## src/rtl/sram_arb_pkg.sv

```systemverilog
// Shared types for the SRAM access arbiter: FSM states and the buffered
// write entry layout.
package sram_arb_pkg;

  localparam int SRAM_ADDR_W = 20;
  localparam int SRAM_DATA_W = 16;

  typedef enum logic [1:0] {
    IDLE  = 2'd0,
    READ  = 2'd1,
    WRITE = 2'd2,
    WHOLD = 2'd3
  } arb_state_e;

  typedef struct packed {
    logic [SRAM_ADDR_W-1:0] addr;
    logic [SRAM_DATA_W-1:0] data;
  } wr_entry_t;

  // WRITE is the only state that cannot hand the bus to a new request.
  function automatic logic is_grant_point(input arb_state_e s);
    return s != WRITE;
  endfunction

endpackage

```

## src/rtl/sram_wr_fifo.sv

```systemverilog
// Small synchronous FIFO holding pending SRAM writes. The head entry is
// visible on rdata whenever the FIFO is non-empty.
module sram_wr_fifo
  import sram_arb_pkg::*;
#(
  parameter int  DEPTH   = 4,
  parameter type entry_t = wr_entry_t
) (
  input  logic                         clk,
  input  logic                         rst,
  input  logic                         push,
  input  logic                         pop,
  input  entry_t                       wdata,
  output entry_t                       rdata,
  output logic                         full,
  output logic                         empty,
  output logic [$clog2(DEPTH+1)-1:0]   count
);

  localparam int PTR_W = $clog2(DEPTH);
  localparam int CNT_W = $clog2(DEPTH + 1);

  entry_t           mem_q [DEPTH];
  entry_t           mem_d [DEPTH];
  logic [PTR_W-1:0] wr_ptr_q, wr_ptr_d;
  logic [PTR_W-1:0] rd_ptr_q, rd_ptr_d;
  logic [CNT_W-1:0] count_q, count_d;
  logic             do_push;
  logic             do_pop;

  // Full/empty come from the registered count, so a push while full is
  // refused even if the same cycle pops.
  assign full    = (count_q == CNT_W'(DEPTH));
  assign empty   = (count_q == '0);
  assign do_push = push && !full;
  assign do_pop  = pop && !empty;
  assign rdata   = mem_q[rd_ptr_q];
  assign count   = count_q;

  always_comb begin
    mem_d    = mem_q;
    wr_ptr_d = wr_ptr_q;
    rd_ptr_d = rd_ptr_q;
    count_d  = count_q;
    if (do_push) begin
      mem_d[wr_ptr_q] = wdata;
      wr_ptr_d        = wr_ptr_q + PTR_W'(1);
    end
    if (do_pop) begin
      rd_ptr_d = rd_ptr_q + PTR_W'(1);
    end
    case ({do_push, do_pop})
      2'b10:   count_d = count_q + CNT_W'(1);
      2'b01:   count_d = count_q - CNT_W'(1);
      default: count_d = count_q;
    endcase
  end

  always_ff @(posedge clk) begin
    if (rst) begin
      wr_ptr_q <= '0;
      rd_ptr_q <= '0;
      count_q  <= '0;
    end else begin
      wr_ptr_q <= wr_ptr_d;
      rd_ptr_q <= rd_ptr_d;
      count_q  <= count_d;
    end
    mem_q <= mem_d;
  end

endmodule

```

## src/rtl/sram_access_arbiter.sv

```systemverilog
// Shares one asynchronous 16-bit SRAM between a display read stream and a
// buffered capture write stream; reads win unless a write has waited too long.
module sram_access_arbiter
  import sram_arb_pkg::*;
#(
  parameter int ADDR_W        = SRAM_ADDR_W,
  parameter int DATA_W        = SRAM_DATA_W,
  parameter int WR_FIFO_DEPTH = 4,
  parameter int MAX_RD_STREAK = 8
) (
  input  logic                                 iCLK,
  input  logic                                 iRST,
  // Read side: iRD_REQ and iRD_ADDR are held until the cycle oRD_ACK is high;
  // the request is taken in that cycle. Write side: a push (iWR_REQ) is taken
  // in any cycle oWR_FULL is low, otherwise it is dropped and counted.
  input  logic                                 iRD_REQ,
  input  logic [ADDR_W-1:0]                    iRD_ADDR,
  output logic                                 oRD_ACK,
  output logic                                 oRD_VALID,
  output logic [DATA_W-1:0]                    oRD_DATA,
  input  logic                                 iWR_REQ,
  input  logic [ADDR_W-1:0]                    iWR_ADDR,
  input  logic [DATA_W-1:0]                    iWR_DATA,
  output logic                                 oWR_FULL,
  output logic [15:0]                          oWR_DROP_CNT,
  output logic [ADDR_W-1:0]                    oSRAM_ADDR,
  output logic [DATA_W-1:0]                    oSRAM_DQ_OUT,
  output logic                                 oSRAM_DQ_OE,
  input  logic [DATA_W-1:0]                    iSRAM_DQ,
  output logic                                 oSRAM_CE_N,
  output logic                                 oSRAM_OE_N,
  output logic                                 oSRAM_WE_N,
  output logic                                 oSRAM_UB_N,
  output logic                                 oSRAM_LB_N,
  output arb_state_e                           oDBG_STATE,
  output logic [$clog2(WR_FIFO_DEPTH+1)-1:0]   oDBG_WR_COUNT
);

  typedef struct packed {
    logic [ADDR_W-1:0] addr;
    logic [DATA_W-1:0] data;
  } entry_t;

  localparam int         CNT_W      = $clog2(WR_FIFO_DEPTH + 1);
  localparam logic [7:0] STREAK_MAX = 8'(MAX_RD_STREAK);

  arb_state_e        state_q, state_d;
  logic [7:0]        rd_streak_q, rd_streak_d;
  logic [15:0]       drop_cnt_q, drop_cnt_d;
  logic              rd_valid_q, rd_valid_d;
  logic [DATA_W-1:0] rd_data_q, rd_data_d;
  logic [ADDR_W-1:0] sram_addr_q, sram_addr_d;
  logic [DATA_W-1:0] dq_out_q, dq_out_d;
  logic              dq_oe_q, dq_oe_d;
  logic              ce_n_q, ce_n_d;
  logic              oe_n_q, oe_n_d;
  logic              we_n_q, we_n_d;
  logic              bl_n_q, bl_n_d;

  logic              grant_pt;
  logic              wr_pref;
  logic              wr_grant;
  logic              rd_grant;
  logic              fifo_full;
  logic              fifo_empty;
  logic [CNT_W-1:0]  fifo_count;
  entry_t            fifo_wdata;
  entry_t            fifo_head;

  assign fifo_wdata = '{addr: iWR_ADDR, data: iWR_DATA};

  sram_wr_fifo #(
    .DEPTH   (WR_FIFO_DEPTH),
    .entry_t (entry_t)
  ) u_wr_fifo (
    .clk   (iCLK),
    .rst   (iRST),
    .push  (iWR_REQ),
    .pop   (wr_grant),
    .wdata (fifo_wdata),
    .rdata (fifo_head),
    .full  (fifo_full),
    .empty (fifo_empty),
    .count (fifo_count)
  );

  // The streak cap turns a pending write into the preferred grant even while
  // reads keep arriving, bounding write latency under a busy display.
  assign grant_pt = is_grant_point(state_q);
  assign wr_pref  = !fifo_empty && (!iRD_REQ || (rd_streak_q == STREAK_MAX));
  assign wr_grant = !iRST && grant_pt && wr_pref;
  assign rd_grant = !iRST && grant_pt && !wr_pref && iRD_REQ;

  always_comb begin
    state_d = state_q;
    case (state_q)
      WRITE: state_d = WHOLD;
      default: begin
        if (wr_grant) begin
          state_d = WRITE;
        end else if (rd_grant) begin
          state_d = READ;
        end else begin
          state_d = IDLE;
        end
      end
    endcase
  end

  // Pin values are computed from the next state so every SRAM output is a
  // flop aligned with the cycle the state register reports.
  always_comb begin
    sram_addr_d = sram_addr_q;
    dq_out_d    = dq_out_q;
    case (state_d)
      READ: begin
        sram_addr_d = iRD_ADDR;
      end
      WRITE: begin
        sram_addr_d = fifo_head.addr;
        dq_out_d    = fifo_head.data;
      end
      default: begin
        sram_addr_d = sram_addr_q;
        dq_out_d    = dq_out_q;
      end
    endcase
    dq_oe_d = (state_d == WRITE) || (state_d == WHOLD);
    ce_n_d  = (state_d == IDLE);
    oe_n_d  = (state_d != READ);
    we_n_d  = (state_d != WRITE);
    bl_n_d  = (state_d == IDLE);
  end

  always_comb begin
    rd_valid_d = (state_q == READ);
    rd_data_d  = (state_q == READ) ? iSRAM_DQ : rd_data_q;

    rd_streak_d = rd_streak_q;
    if (wr_grant || (grant_pt && !iRD_REQ)) begin
      rd_streak_d = '0;
    end else if (rd_grant && (rd_streak_q != STREAK_MAX)) begin
      rd_streak_d = rd_streak_q + 8'd1;
    end

    drop_cnt_d = drop_cnt_q;
    if (iWR_REQ && fifo_full && (drop_cnt_q != 16'hFFFF)) begin
      drop_cnt_d = drop_cnt_q + 16'd1;
    end
  end

  always_ff @(posedge iCLK) begin
    if (iRST) begin
      state_q     <= IDLE;
      rd_streak_q <= '0;
      drop_cnt_q  <= '0;
      rd_valid_q  <= 1'b0;
      rd_data_q   <= '0;
      sram_addr_q <= '0;
      dq_out_q    <= '0;
      dq_oe_q     <= 1'b0;
      ce_n_q      <= 1'b1;
      oe_n_q      <= 1'b1;
      we_n_q      <= 1'b1;
      bl_n_q      <= 1'b1;
    end else begin
      state_q     <= state_d;
      rd_streak_q <= rd_streak_d;
      drop_cnt_q  <= drop_cnt_d;
      rd_valid_q  <= rd_valid_d;
      rd_data_q   <= rd_data_d;
      sram_addr_q <= sram_addr_d;
      dq_out_q    <= dq_out_d;
      dq_oe_q     <= dq_oe_d;
      ce_n_q      <= ce_n_d;
      oe_n_q      <= oe_n_d;
      we_n_q      <= we_n_d;
      bl_n_q      <= bl_n_d;
    end
  end

  assign oRD_ACK       = rd_grant;
  assign oRD_VALID     = rd_valid_q;
  assign oRD_DATA      = rd_data_q;
  assign oWR_FULL      = fifo_full;
  assign oWR_DROP_CNT  = drop_cnt_q;
  assign oSRAM_ADDR    = sram_addr_q;
  assign oSRAM_DQ_OUT  = dq_out_q;
  assign oSRAM_DQ_OE   = dq_oe_q;
  assign oSRAM_CE_N    = ce_n_q;
  assign oSRAM_OE_N    = oe_n_q;
  assign oSRAM_WE_N    = we_n_q;
  assign oSRAM_UB_N    = bl_n_q;
  assign oSRAM_LB_N    = bl_n_q;
  assign oDBG_STATE    = state_q;
  assign oDBG_WR_COUNT = fifo_count;

endmodule

```

## config.mk

```make
export PLATFORM = sky130hd
export DESIGN_NAME = sram_access_arbiter
export DESIGN_NICKNAME = d
export VERILOG_FILES = /design/src/rtl/sram_arb_pkg.sv /design/src/rtl/sram_wr_fifo.sv /design/src/rtl/sram_access_arbiter.sv
export SDC_FILE = /design/constraint.sdc
export NUM_CORES = 1
export LEC_CHECK = 0
export CAP_MARGIN = 20
export CORE_MARGIN = 4
export CORE_UTILIZATION = 45
export CTS_BUF_LIST = sky130_fd_sc_hd__clkbuf_4
export DETAILED_ROUTE_END_ITERATION = 7
export HOLD_SLACK_MARGIN = 0.05
export PLACE_DENSITY = 0.7
export SLEW_MARGIN = 40
export SYNTH_ARGS = -nofsm -noshare
export SYNTH_HDL_FRONTEND = slang
export SYNTH_SLANG_ARGS = --single-unit
```

## constraint.sdc

```tcl
create_clock -name iCLK -period 3 [get_ports iCLK]
set_input_delay 0.45 -clock iCLK [delete_from_list [all_inputs] [get_ports iCLK]]
set_output_delay 0.45 -clock iCLK [all_outputs]
set_load 0.03 [all_outputs]
```

==> results of run 1 <==
==> layout by cell type, fill, tap and decap left out, drive strengths merged, types with 20 or more instances in the layout <==
cell | netlist | final
clkdlybuf4s50 | 0 | 155
o22ai | 20 | 20
edfxtp | 144 | 144
dfxtp | 89 | 89
nor3 | 30 | 30
mux4 | 36 | 36
nor2 | 54 | 54
nand2 | 72 | 72
a21oi | 41 | 41
clkbuf | 17 | 90
==> final cells by class <==
| cell class | instances | area (sq um) |
|---|---|---|
| Antenna cell | 1 | 2.50 |
| Clock buffer | 89 | 668 |
| Clock inverter | 17 | 103 |
| Fill cell | 1547 | 7930 |
| Inverter | 15 | 56.3 |
| Multi-Input combinational cell | 346 | 2650 |
| Sequential cell | 233 | 6110 |
| Tap cell | 265 | 332 |
| Timing Repair Buffer | 171 | 1740 |
==> cell usage after synthesis (6+ instances only) <==
cell type and count:
ha_1 8, nand3_1 11, inv_1 14, buf_4 7, mux4_2 36, o22ai_1 20, dfxtp_1 89, buf_2 9
a21oi_1 41, clkbuf_1 17, and2_1 6, nor3_2 20, nand2_1 71, nor3_1 10, edfxtp_1 144, nand4_1 6
xnor2_1 13, nor2_1 54, xor2_1 12
==> logic make-up (layout without fill, tap and decap cells) <==
| group | after synthesis | after routing | share of synthesized area [%] |
|---|---|---|---|
| compound gates | 72 | 72 | 4.60 |
| xor+xnor | 25 | 25 | 2.43 |
| fa+ha+maj | 9 | 9 | 1.33 |
| buf+inv | 53 | 292 | 2.88 |
| flops | 233 | 233 | 67.9 |
| mux | 37 | 37 | 9.12 |
| other cells | 0 | 1 | 0 |
| simple gates | 203 | 203 | 11.8 |
==> layer usage <==
metal  vias to the layer above  wire (um)
li1                       2756          -
met1                      2788       7770
met2                       194       9580
met3                        37       1320
met4                         0        426
met5                         -          0
==> timing repair <==
action / 4_1_cts / 5_1_grt
gates resized for setup: 1 / 3
setup endpoints to repair: 1 / 1
pin swaps: 0 / 2
hold buffers: 0 / 0
==> critical path, delay by kind of cell, from the launching register on <==
family	cells	cell delay (ps)
and+or+nand+nor	2	450
AOI/OAI and AO/OA	1	270
adders and majority gates	1	140
buffers and inverters	3	340
DFF	1	330
==> where the power goes <==
part / switching (uW) / internal, uW
Combinational: 801 / 626
Clock: 1190 / 1440
Sequential: 118 / 3670
==> metrics by stage <==
| stage | cell area, sq um | util [%] | hold slack [ps] | cells |
|---|---|---|---|---|
| after floorplan | 9000 | - | 480 | 632 |
| after global routing | 11700 | 59.5 | 259 | 1137 |
| after global placement | 10900 | 55.5 | 441 | 1030 |
| after detailed placement | 10900 | 55.5 | 448 | 1030 |
| final | 11700 | 59.5 | 316 | 1137 |
| after CTS | 11700 | 59.5 | 246 | 1136 |
==> sequential cells by signal, indices dropped and copies added (netlist names) <==
| name | count |
|---|---|
| oRD_VALID | 1 |
| oDBG_STATE | 2 |
| oSRAM_ADDR | 20 |
| oWR_DROP_CNT | 16 |
| u_wr_fifo.count | 3 |
| oRD_DATA | 16 |
| oSRAM_OE_N | 1 |
| oSRAM_DQ_OUT | 16 |
| oSRAM_LB_N | 1 |
| u_wr_fifo.rd_ptr_q | 2 |
| u_wr_fifo.mem_q | 144 |
| oSRAM_WE_N | 1 |
| rd_streak_q | 8 |
| u_wr_fifo.wr_ptr_q | 2 |
==> path summary, 6_finish.rpt <==
| check | end | slack [ps] | cells past startpoint | from |
|---|---|---|---|---|
| max | oRD_ACK | 380 | 7 | rd_streak_q[0] |
| min reg2reg | oSRAM_DQ_OUT[6] | 450 | 2 | oSRAM_DQ_OUT[6] |
| max reg2reg | u_wr_fifo.count[2] | 520 | 12 | rd_streak_q[0] |
| min | rd_streak_q[2] | 320 | 5 | iRST |
==> summary.md, run 1 <==
| Metric | Value |
|---|---|
| RSZ-0062 raised after global routing | `false` |
| Die X | `149 um` |
| CTS Buf Count | `57` |
| Final WL | `19.1 mm` |
| Slowest-stage cell, CP | `dfxtp_1` |
| Tcrit/Tclk final | `87.2%` |
| Synth top area share | `48.1%` |
| Clock Skews | `about 35 ps` |
| Peak-usage layer in the global routing report | `met2` |
| Worst VDD drop | `0.376 mV` |
| Mapped Nets | `717` |
| PD cells | `approximately 670 nW/um^2` |
| Max-Cap Viols | `0` |
| Clock Sinks | `233` |
| Die area | `22300 sq um` |
| Slack of the critical path | `around 380 ps` |
| Clock Tree Buf Depth | `3` |
| Seq/Total Area, Yosys | `67.9%` |
| Clock transition at path regs | `70 ps` |
| Leakage | `approximately 0.0040 uW` |
| Setup crit start kind | `flop` |
| Later-pin clock latency in the skew report | `650 ps` |
| YS warnings | `0` |
| Area contributors post-synth | `edfxtp_1 48%, dfxtp_1 20%, mux4_2 9.0%, nand2_1 3.0%, a21oi_1 2.3%` |
| P&R area growth vs syn | `29.6%` |
| CP max stage delay | `330 ps` |
| Layout cells sized above 1 | `21.1%` |
| Min cycle time layout | `2620 ps` |
| Setup-violating endpoint count in the final report | `0` |
| Routing usage on met1 | `20.8%` |
| Routability cong. | `0.795` |
| Port Buffers | `157` |
| Starting density of the core | `45.9%` |
| CP arrival | `approximately 2200 ps` |
| First-pass GRT wire length | `30.6 mm` |
| Total power | `between 7000 and 8000 uW` |
| Syn avg cell area | `14.2 sq um` |
| Distinct cell type count after synthesis | `43` |
| Die Ht | `149 um` |
| Starting DRT DRC Count | `between 150 and 200` |
| Worst-path cell chain | `inv_1 -> ha_1 -> nor4b_4 -> nand3_2 -> o211ai_4 -> inv_1 -> clkbuf_2` |
| Syn Inst Count | `632` |
| Final ANT Viol Nets | `0` |
| Critical path capture point type | `primary output` |
| Grt ovf | `0` |
| Final #Nets | `909` |
| Grt met2 use | `30.1%` |
| Met3 Use GR | `approximately 4.8%` |
| Initial antenna violation count | `1` |
| Vias per std cell | `5.08` |
| Slew Viols, Final | `0` |
| Setup bufs post-CTS | `0` |
| Detailed Place HPWL | `between 10 and 15 mm` |
| CP most frequent cell | `inv_1` |
| EDFF count, synth | `approximately 140` |
| Ys flop type | `edfxtp_1` |
| FFs w/ async S/R, synth | `0%` |
| Ports | `158` |
| Synth Register Bits | `233` |
| Req. time, crit path | `2550 ps` |
| Core ar. | `~20000 sq um` |
| F_max | `382 MHz` |
| Status | `finished clean` |
| CP max FO | `3` |
| Synthesized area | `9000 sq um` |
| Final Hold Fails | `0` |
| Slew of the pin with the lowest slew margin | `709 ps` |
| CTS tree | `built` |
| DR WL/cell | `16.8 um` |
| DRT Pass-1 Iters | `4` |
| Max-slew headroom | `52.7%` |
| DR vias | `5775` |
| Final TNS setup | `0 ps` |
| Worst slack at placement | `approximately 260 ps` |
| Critical path type | `reg -> out` |
| Largest net degree at the start of global routing | `79` |
| Num rows | `51` |
| H-tree depth | `2` |
| # DRC | `0` |
| Hold Path Class | `in -> reg` |
| Clock root buffer | `clkbuf_4` |
| Gr usage total | `between 15 and 20%` |
| Synth area leader | `edfxtp_1` |
| Vias in the first global route | `a little over 6k` |
Power figures use the tool's default switching activity.
==> run 2: changes to the inputs <==
--- a/config.mk
+++ b/config.mk
@@ -6,6 +6,7 @@
 export NUM_CORES = 1
 export LEC_CHECK = 0
 export CAP_MARGIN = 20
+export CORE_ASPECT_RATIO = 0.8
 export CORE_MARGIN = 4
 export CORE_UTILIZATION = 45
 export CTS_BUF_LIST = sky130_fd_sc_hd__clkbuf_4
==> run 2 against run 1 <==
Net effect:
- sequential cell count stayed put
- routed wire length grew 4.7%
- cell count shrank 0.88%
- first-iteration DRC count up 99%
- clock skew up 12 ps
- final area shrank 0.39%
- die area is essentially flat
- setup slack got worse by 25 ps
- clock power shrank 4%
- core utilization grew 0.62 points
- worst hold slack improved by 9.4 ps
- highest routed layer is now met5
==> summary.md, run 2 (synthesis gave the netlist of run 1 again) <==
| Metric | Value |
|---|---|
| Status | `finished clean` |
| Detailed Place HPWL | `13.3 mm` |
| Largest net degree at the start of global routing | `79` |
| CTS tree | `built` |
| Final TNS setup | `0 ps` |
| Hold Path Class | `in -> reg` |
| RR Startpoint | `rd_streak_q[0]` |
| Max-Cap Viols | `0` |
| H-tree depth | `2` |
| Min cycle time layout | `2640 ps` |
| Starting density of the core | `46.6%` |
| Clock Sinks | `233` |
| Later-pin clock latency in the skew report | `650 ps` |
| Req. time, crit path | `2550 ps` |
| Max-slew headroom | `between 50% and 60%` |
| Slew of the pin with the lowest slew margin | `688 ps` |
| Setup-violating endpoint count in the final report | `0` |
| DR WL/cell | `17.7 um` |
| CP max FO | `3` |
| Reg with most FFs | `u_wr_fifo.mem_q` |
| CP arrival | `approximately 2200 ps` |
| Slowest-stage cell, CP | `dfxtp_1` |
| # DRC | `0` |
| Tcrit/Tclk final | `88.1%` |
| Ports | `158` |
| RSZ-0062 raised after global routing | `false` |
| Reg2reg path depth | `12` |
| Layout cells sized above 1 | `21.2%` |
| Clock Skews | `~46 ps` |
| Crit-path leading delay family | `simple AND/OR/NAND/NOR gates` |
| Die X | `roughly 170 um` |
| Worst VDD drop | `around 0.38 mV` |
| CTS Buf Count | `56` |
| Die Ht | `134 um` |
| Core ar. | `19300 sq um` |
| Reg2reg setup slack | `460 ps` |
| Starting DRT DRC Count | `352` |
| DR vias | `~6k` |
| Initial antenna violation count | `1` |
| Final Hold Fails | `0` |
| First-pass GRT wire length | `between 30 and 40 mm` |
| Most frequent cells in the layout | `155 x clkdlybuf4s50_1, 144 x edfxtp_1, 90 x clkbuf_4, 87 x dfxtp_1, 71 x nand2_1` |
| Hold path cells | `5` |
| Vias in the first global route | `6224` |
| Fillers | `1503` |
| Clock transition at path regs | `approximately 70 ps` |
| Commonest non-fill, non-tap cell in the layout | `clkdlybuf4s50_1` |
| Vias per std cell | `5.17` |
| Die area | `22300 sq um` |
| Placed cell areas | `10900 sq um` |
| Worst hold path endpoint | `rd_streak_q[6]` |
| CP most frequent cell | `inv_1` |
| Max reg flops | `between 100 and 150` |
| Start point of the worst hold path | `iRST` |
| Final #Nets | `911` |
| Critical path capture point type | `primary output` |
| Critical path type | `reg -> out` |
| CP Buf/Inv Count | `3` |
| Grt ovf | `0` |
| Worst-path cell chain | `inv_1 -> ha_1 -> nor4b_4 -> nand3_2 -> o211ai_4 -> inv_1 -> clkbuf_2` |
| Num rows | `45` |
| Routability cong. | `0.853` |
| Final ANT Viol Nets | `0` |
| Final WL | `20.0 mm` |
| Worst r2r dst | `u_wr_fifo.count[2]` |
| CP max stage delay | `350 ps` |
| Ant diodes | `0` |
| DRT Pass-1 Iters | `5` |
| Slew Viols, Final | `0` |
| P&R area growth vs syn | `29.1%` |
| Port Buffers | `157` |
| Leakage | `0.00395 uW` |
| Clock root buffer | `clkbuf_4` |
| Gr usage total | `between 10% and 20%` |
| PD cells | `roughly 670 nW/um^2` |
| Setup crit start kind | `flop` |
| Clock Tree Buf Depth | `3` |
| F_max | `approximately 380 MHz` |
| Design area | `11600 sq um` |
| Post-CTS Hold Fix Bufs | `0` |
## run 2: changes by cell type in the layout (fill, tap and decap cells not counted), sizes merged
cell,previous run,this run
diode,1,0
clkbuf,90,91
buf,15,18
clkinv,15,9
inv,15,17
clkinvlp,1,0
bufinv,1,0
## run 2: layout make-up
class / instances / area [sq um] / area share [%]
flip-flops and latches: 233 / 6110 / 52.6
multi-input cells: 346 / 2650 / 22.8
repair buffers: 174 / 1760 / 15.1
clock buffers: 90 / 676 / 5.82
well taps: 258 / 323 / 2.78
inverters: 15 / 56.3 / 0.485
clock inverters: 11 / 41.3 / 0.355
## run 2: what timing repair did
item	CTS	global route
pin swaps	0	1
gates resized for setup	1	3
setup endpoints to repair	1	1
setup buffers	0	0
## run 2: stage by stage
step	utilization [%]	worst slack, ps	std cells	hold WS (ps)	total power, uW
after global routing	60.1	138	1127	306	8170
after detailed placement	56.4	247	1026	450	5320
after CTS	60.1	115	1127	244	7870
final	60.1	358	1127	325	7750
after global placement	56.4	369	1026	442	5260
after floorplan	-	354	632	480	4720
## run 2: how the worst max path moves through the flow
stage,startpoint,to,depth (start not counted)
CTS,rd_streak_q[0],oRD_ACK,7
global placement,iRD_REQ,u_wr_fifo.count[2],11
detailed placement,iRD_REQ,u_wr_fifo.count[2],11
floorplan,u_wr_fifo.count[0],u_wr_fifo.mem_q[0],5
global route,rd_streak_q[0],oRD_ACK,7
finish,rd_streak_q[0],oRD_ACK,7
## run 2: power breakdown
group	leakage [uW]	internal, uW	switching (uW)	total, uW
combinational	0.00146	631	808	1440
clock	0.000437	1350	1170	2520
sequential	0.00205	3670	127	3790
## run 2: worst min-delay path: cells and delay by family
family                 cells  cell delay (ps)
XOR/XNOR                   1               60
buffers and inverters      1              140
AND/OR/NAND/NOR            3              260
## run 2: routing by layer
layer  global-route usage (%)  vias to the layer above  part of all wire (%)
li1                         -                     2744                     -
met1                     23.6                     2817                    43
met2                     29.0                      227                    47
met3                     5.15                       36                   7.1
met4                     6.55                        2                   2.0
met5                        0                        -                  0.10
==> run 3: changes to the inputs <==
--- a/config.mk
+++ b/config.mk
@@ -10,6 +10,7 @@
 export CORE_MARGIN = 4
 export CORE_UTILIZATION = 45
 export CTS_BUF_LIST = sky130_fd_sc_hd__clkbuf_4
+export CTS_CLUSTER_DIAMETER = 30
 export DETAILED_ROUTE_END_ITERATION = 7
 export HOLD_SLACK_MARGIN = 0.05
 export PLACE_DENSITY = 0.7
==> run 3 against run 2 <==
Net effect:
- final area is 1.0% higher
- worst hold slack got worse by 18 ps
- maximum frequency fell by 1.4%
==> summary.md, run 3 (synthesis gave the netlist of run 1 again) <==
| Metric | Value |
|---|---|
| Layout Cells excl Fill | `1134` |
| Starting density of the core | `approximately 47%` |
| Most frequent cells in the layout | `155 x clkdlybuf4s50_1, 144 x edfxtp_1, 92 x clkbuf_4, 87 x dfxtp_1, 71 x nand2_1` |
| Met3 Use GR | `5.33%` |
| CTS tree | `built` |
| Later-pin clock latency in the skew report | `680 ps` |
| DR vias | `5863` |
| Final #Nets | `913` |
| Clock transition at path regs | `70 ps` |
| Grt ovf | `0` |
| Min cycle time layout | `approximately 2700 ps` |
| Detailed Place HPWL | `~13 mm` |
| Clock root buffer | `clkbuf_4` |
| DRT Pass-1 Iters | `5` |
| Setup bufs post-CTS | `0` |
| Final WL | `20.2 mm` |
| F_max | `373 MHz` |
| Slew Viols, Final | `0` |
| Peak-usage layer in the global routing report | `met2` |
| Starting DRT DRC Count | `370` |
| DR WL/cell | `17.8 um` |
| Status | `finished clean` |
| Die X | `about 170 um` |
| Tcrit/Tclk final | `89.3%` |
| Port Buffers | `157` |
| CP most frequent cell | `inv_1` |
| RSZ-0062 raised after global routing | `false` |
| Worst VDD drop | `between 0.3 and 0.4 mV` |
| Largest net degree at the start of global routing | `79` |
| Worst-path cell chain | `inv_1 -> ha_1 -> nor4b_4 -> nand3_2 -> o211ai_4 -> inv_1 -> clkbuf_2` |
| Final Hold Fails | `0` |
| Final TNS setup | `0 ps` |
| CTS Buf Count | `58` |
| Die Ht | `134 um` |
| Ports | `158` |
| Max-Cap Viols | `0` |
| Core ar. | `19300 sq um` |
| Placed cell areas | `10900 sq um` |
| CP arrival | `2230 ps` |
| CP max FO | `3` |
| Slowest-stage cell, CP | `dfxtp_1` |
| Routing usage on met1 | `23.8%` |
| Leakage | `0.00400 uW` |
| Clock Sinks | `233` |
| Layout cells sized above 1 | `between 20% and 30%` |
| Design area | `11700 sq um` |
| Vias in the first global route | `roughly 6.2k` |
| Initial antenna violation count | `2` |
| Hold Path Class | `in -> reg` |
| Max reg flops | `144` |
| Vias per std cell | `about 5.2` |
| Commonest non-fill, non-tap cell in the layout | `clkdlybuf4s50_1` |
| CP max stage delay | `350 ps` |
| PD cells | `691 nW/um^2` |
| Gr usage total | `between 10% and 20%` |
| Placed Instances | `around 1k` |
| Critical path type | `reg -> out` |
| Routability cong. | `about 0.85` |
| H-tree depth | `2` |
| Clock Tree Buf Depth | `3` |
| Num rows | `45` |
| Max-slew headroom | `53.6%` |
| Die area | `22300 sq um` |
| Reg with most FFs | `u_wr_fifo.mem_q` |
| Grt met2 use | `29.2%` |
| Setup crit start kind | `flop` |
| # DRC | `0` |
| Critical path capture point type | `primary output` |
| Total power | `8100 uW` |
| P&R area growth vs syn | `30.4%` |
| Slew of the pin with the lowest slew margin | `approximately 700 ps` |
| Req. time, crit path | `approximately 2600 ps` |
| Setup-violating endpoint count in the final report | `0` |
| Final ANT Viol Nets | `0` |
| Clock Skews | `between 50 and 60 ps` |
| First-pass GRT wire length | `32.6 mm` |
-- run 3: changes by cell type in the layout (fill, tap and decap cells not counted), sizes merged --
| cell | change |
|---|---|
| clkinvlp | +1 |
| clkinv | +1 |
| bufinv | +3 |
| inv | -2 |
| clkbuf | +2 |
| diode | +2 |
-- run 3: through the flow --
stage	hold WS [ps]	utilization, %	setup WS [ps]
after floorplan	480	-	354
after global placement	442	56.4	369
after detailed placement	450	56.4	247
after CTS	237	60.7	92.6
after global routing	299	60.7	121
final	307	60.8	322
-- run 3: worst paths after layout --
kind	from	slack, ps	depth (start not counted)	end
setup / recovery	rd_streak_q[0]	320	7	oRD_ACK
hold / removal	iRST	310	5	rd_streak_q[6]
hold reg to reg	oRD_DATA[6]	450	2	oRD_DATA[6]
setup reg to reg	rd_streak_q[0]	420	12	u_wr_fifo.count[2]
-- run 3: what timing repair did --
item | CTS | global route
hold buffers | 0 | 0
pin swaps | 0 | 1
resized for setup | 1 | 3
setup endpoints to repair | 1 | 1
cloned | 0 | 0
-- run 3: power by group --
part	leakage, uW	internal, uW	total, uW	switching, uW
Clock	0.000486	1650	2870	1220
Sequential	0.00205	3670	3790	128
Combinational	0.00146	631	1440	811
Total	0.00400	5940	8100	2160
-- run 3: critical path, delay by kind of cell (launching register included) --
| kind | cells | cell delay (ps) |
|---|---|---|
| buf+inv | 3 | 350 |
| flops | 1 | 350 |
| fa+ha+maj | 1 | 170 |
| compound gates | 1 | 260 |
| simple gates | 2 | 470 |
-- run 3: final cells by class --
class,instances,area (sq um)
clock buffer,92,691
antenna,2,5.00
clock inverter,14,138
sequential,233,6110
timing repair buffer,174,1760
inverter,15,56.3
tap,258,323
fill,1492,7580
multi-input combinational,346,2650
-- run 3: layer usage --
layer / routed length (um) / part of all wire, %
met3: 1490 / 7.4
met4: 378 / 1.9
met5: 0 / 0
met1: 8770 / 43
met2: 9570 / 47
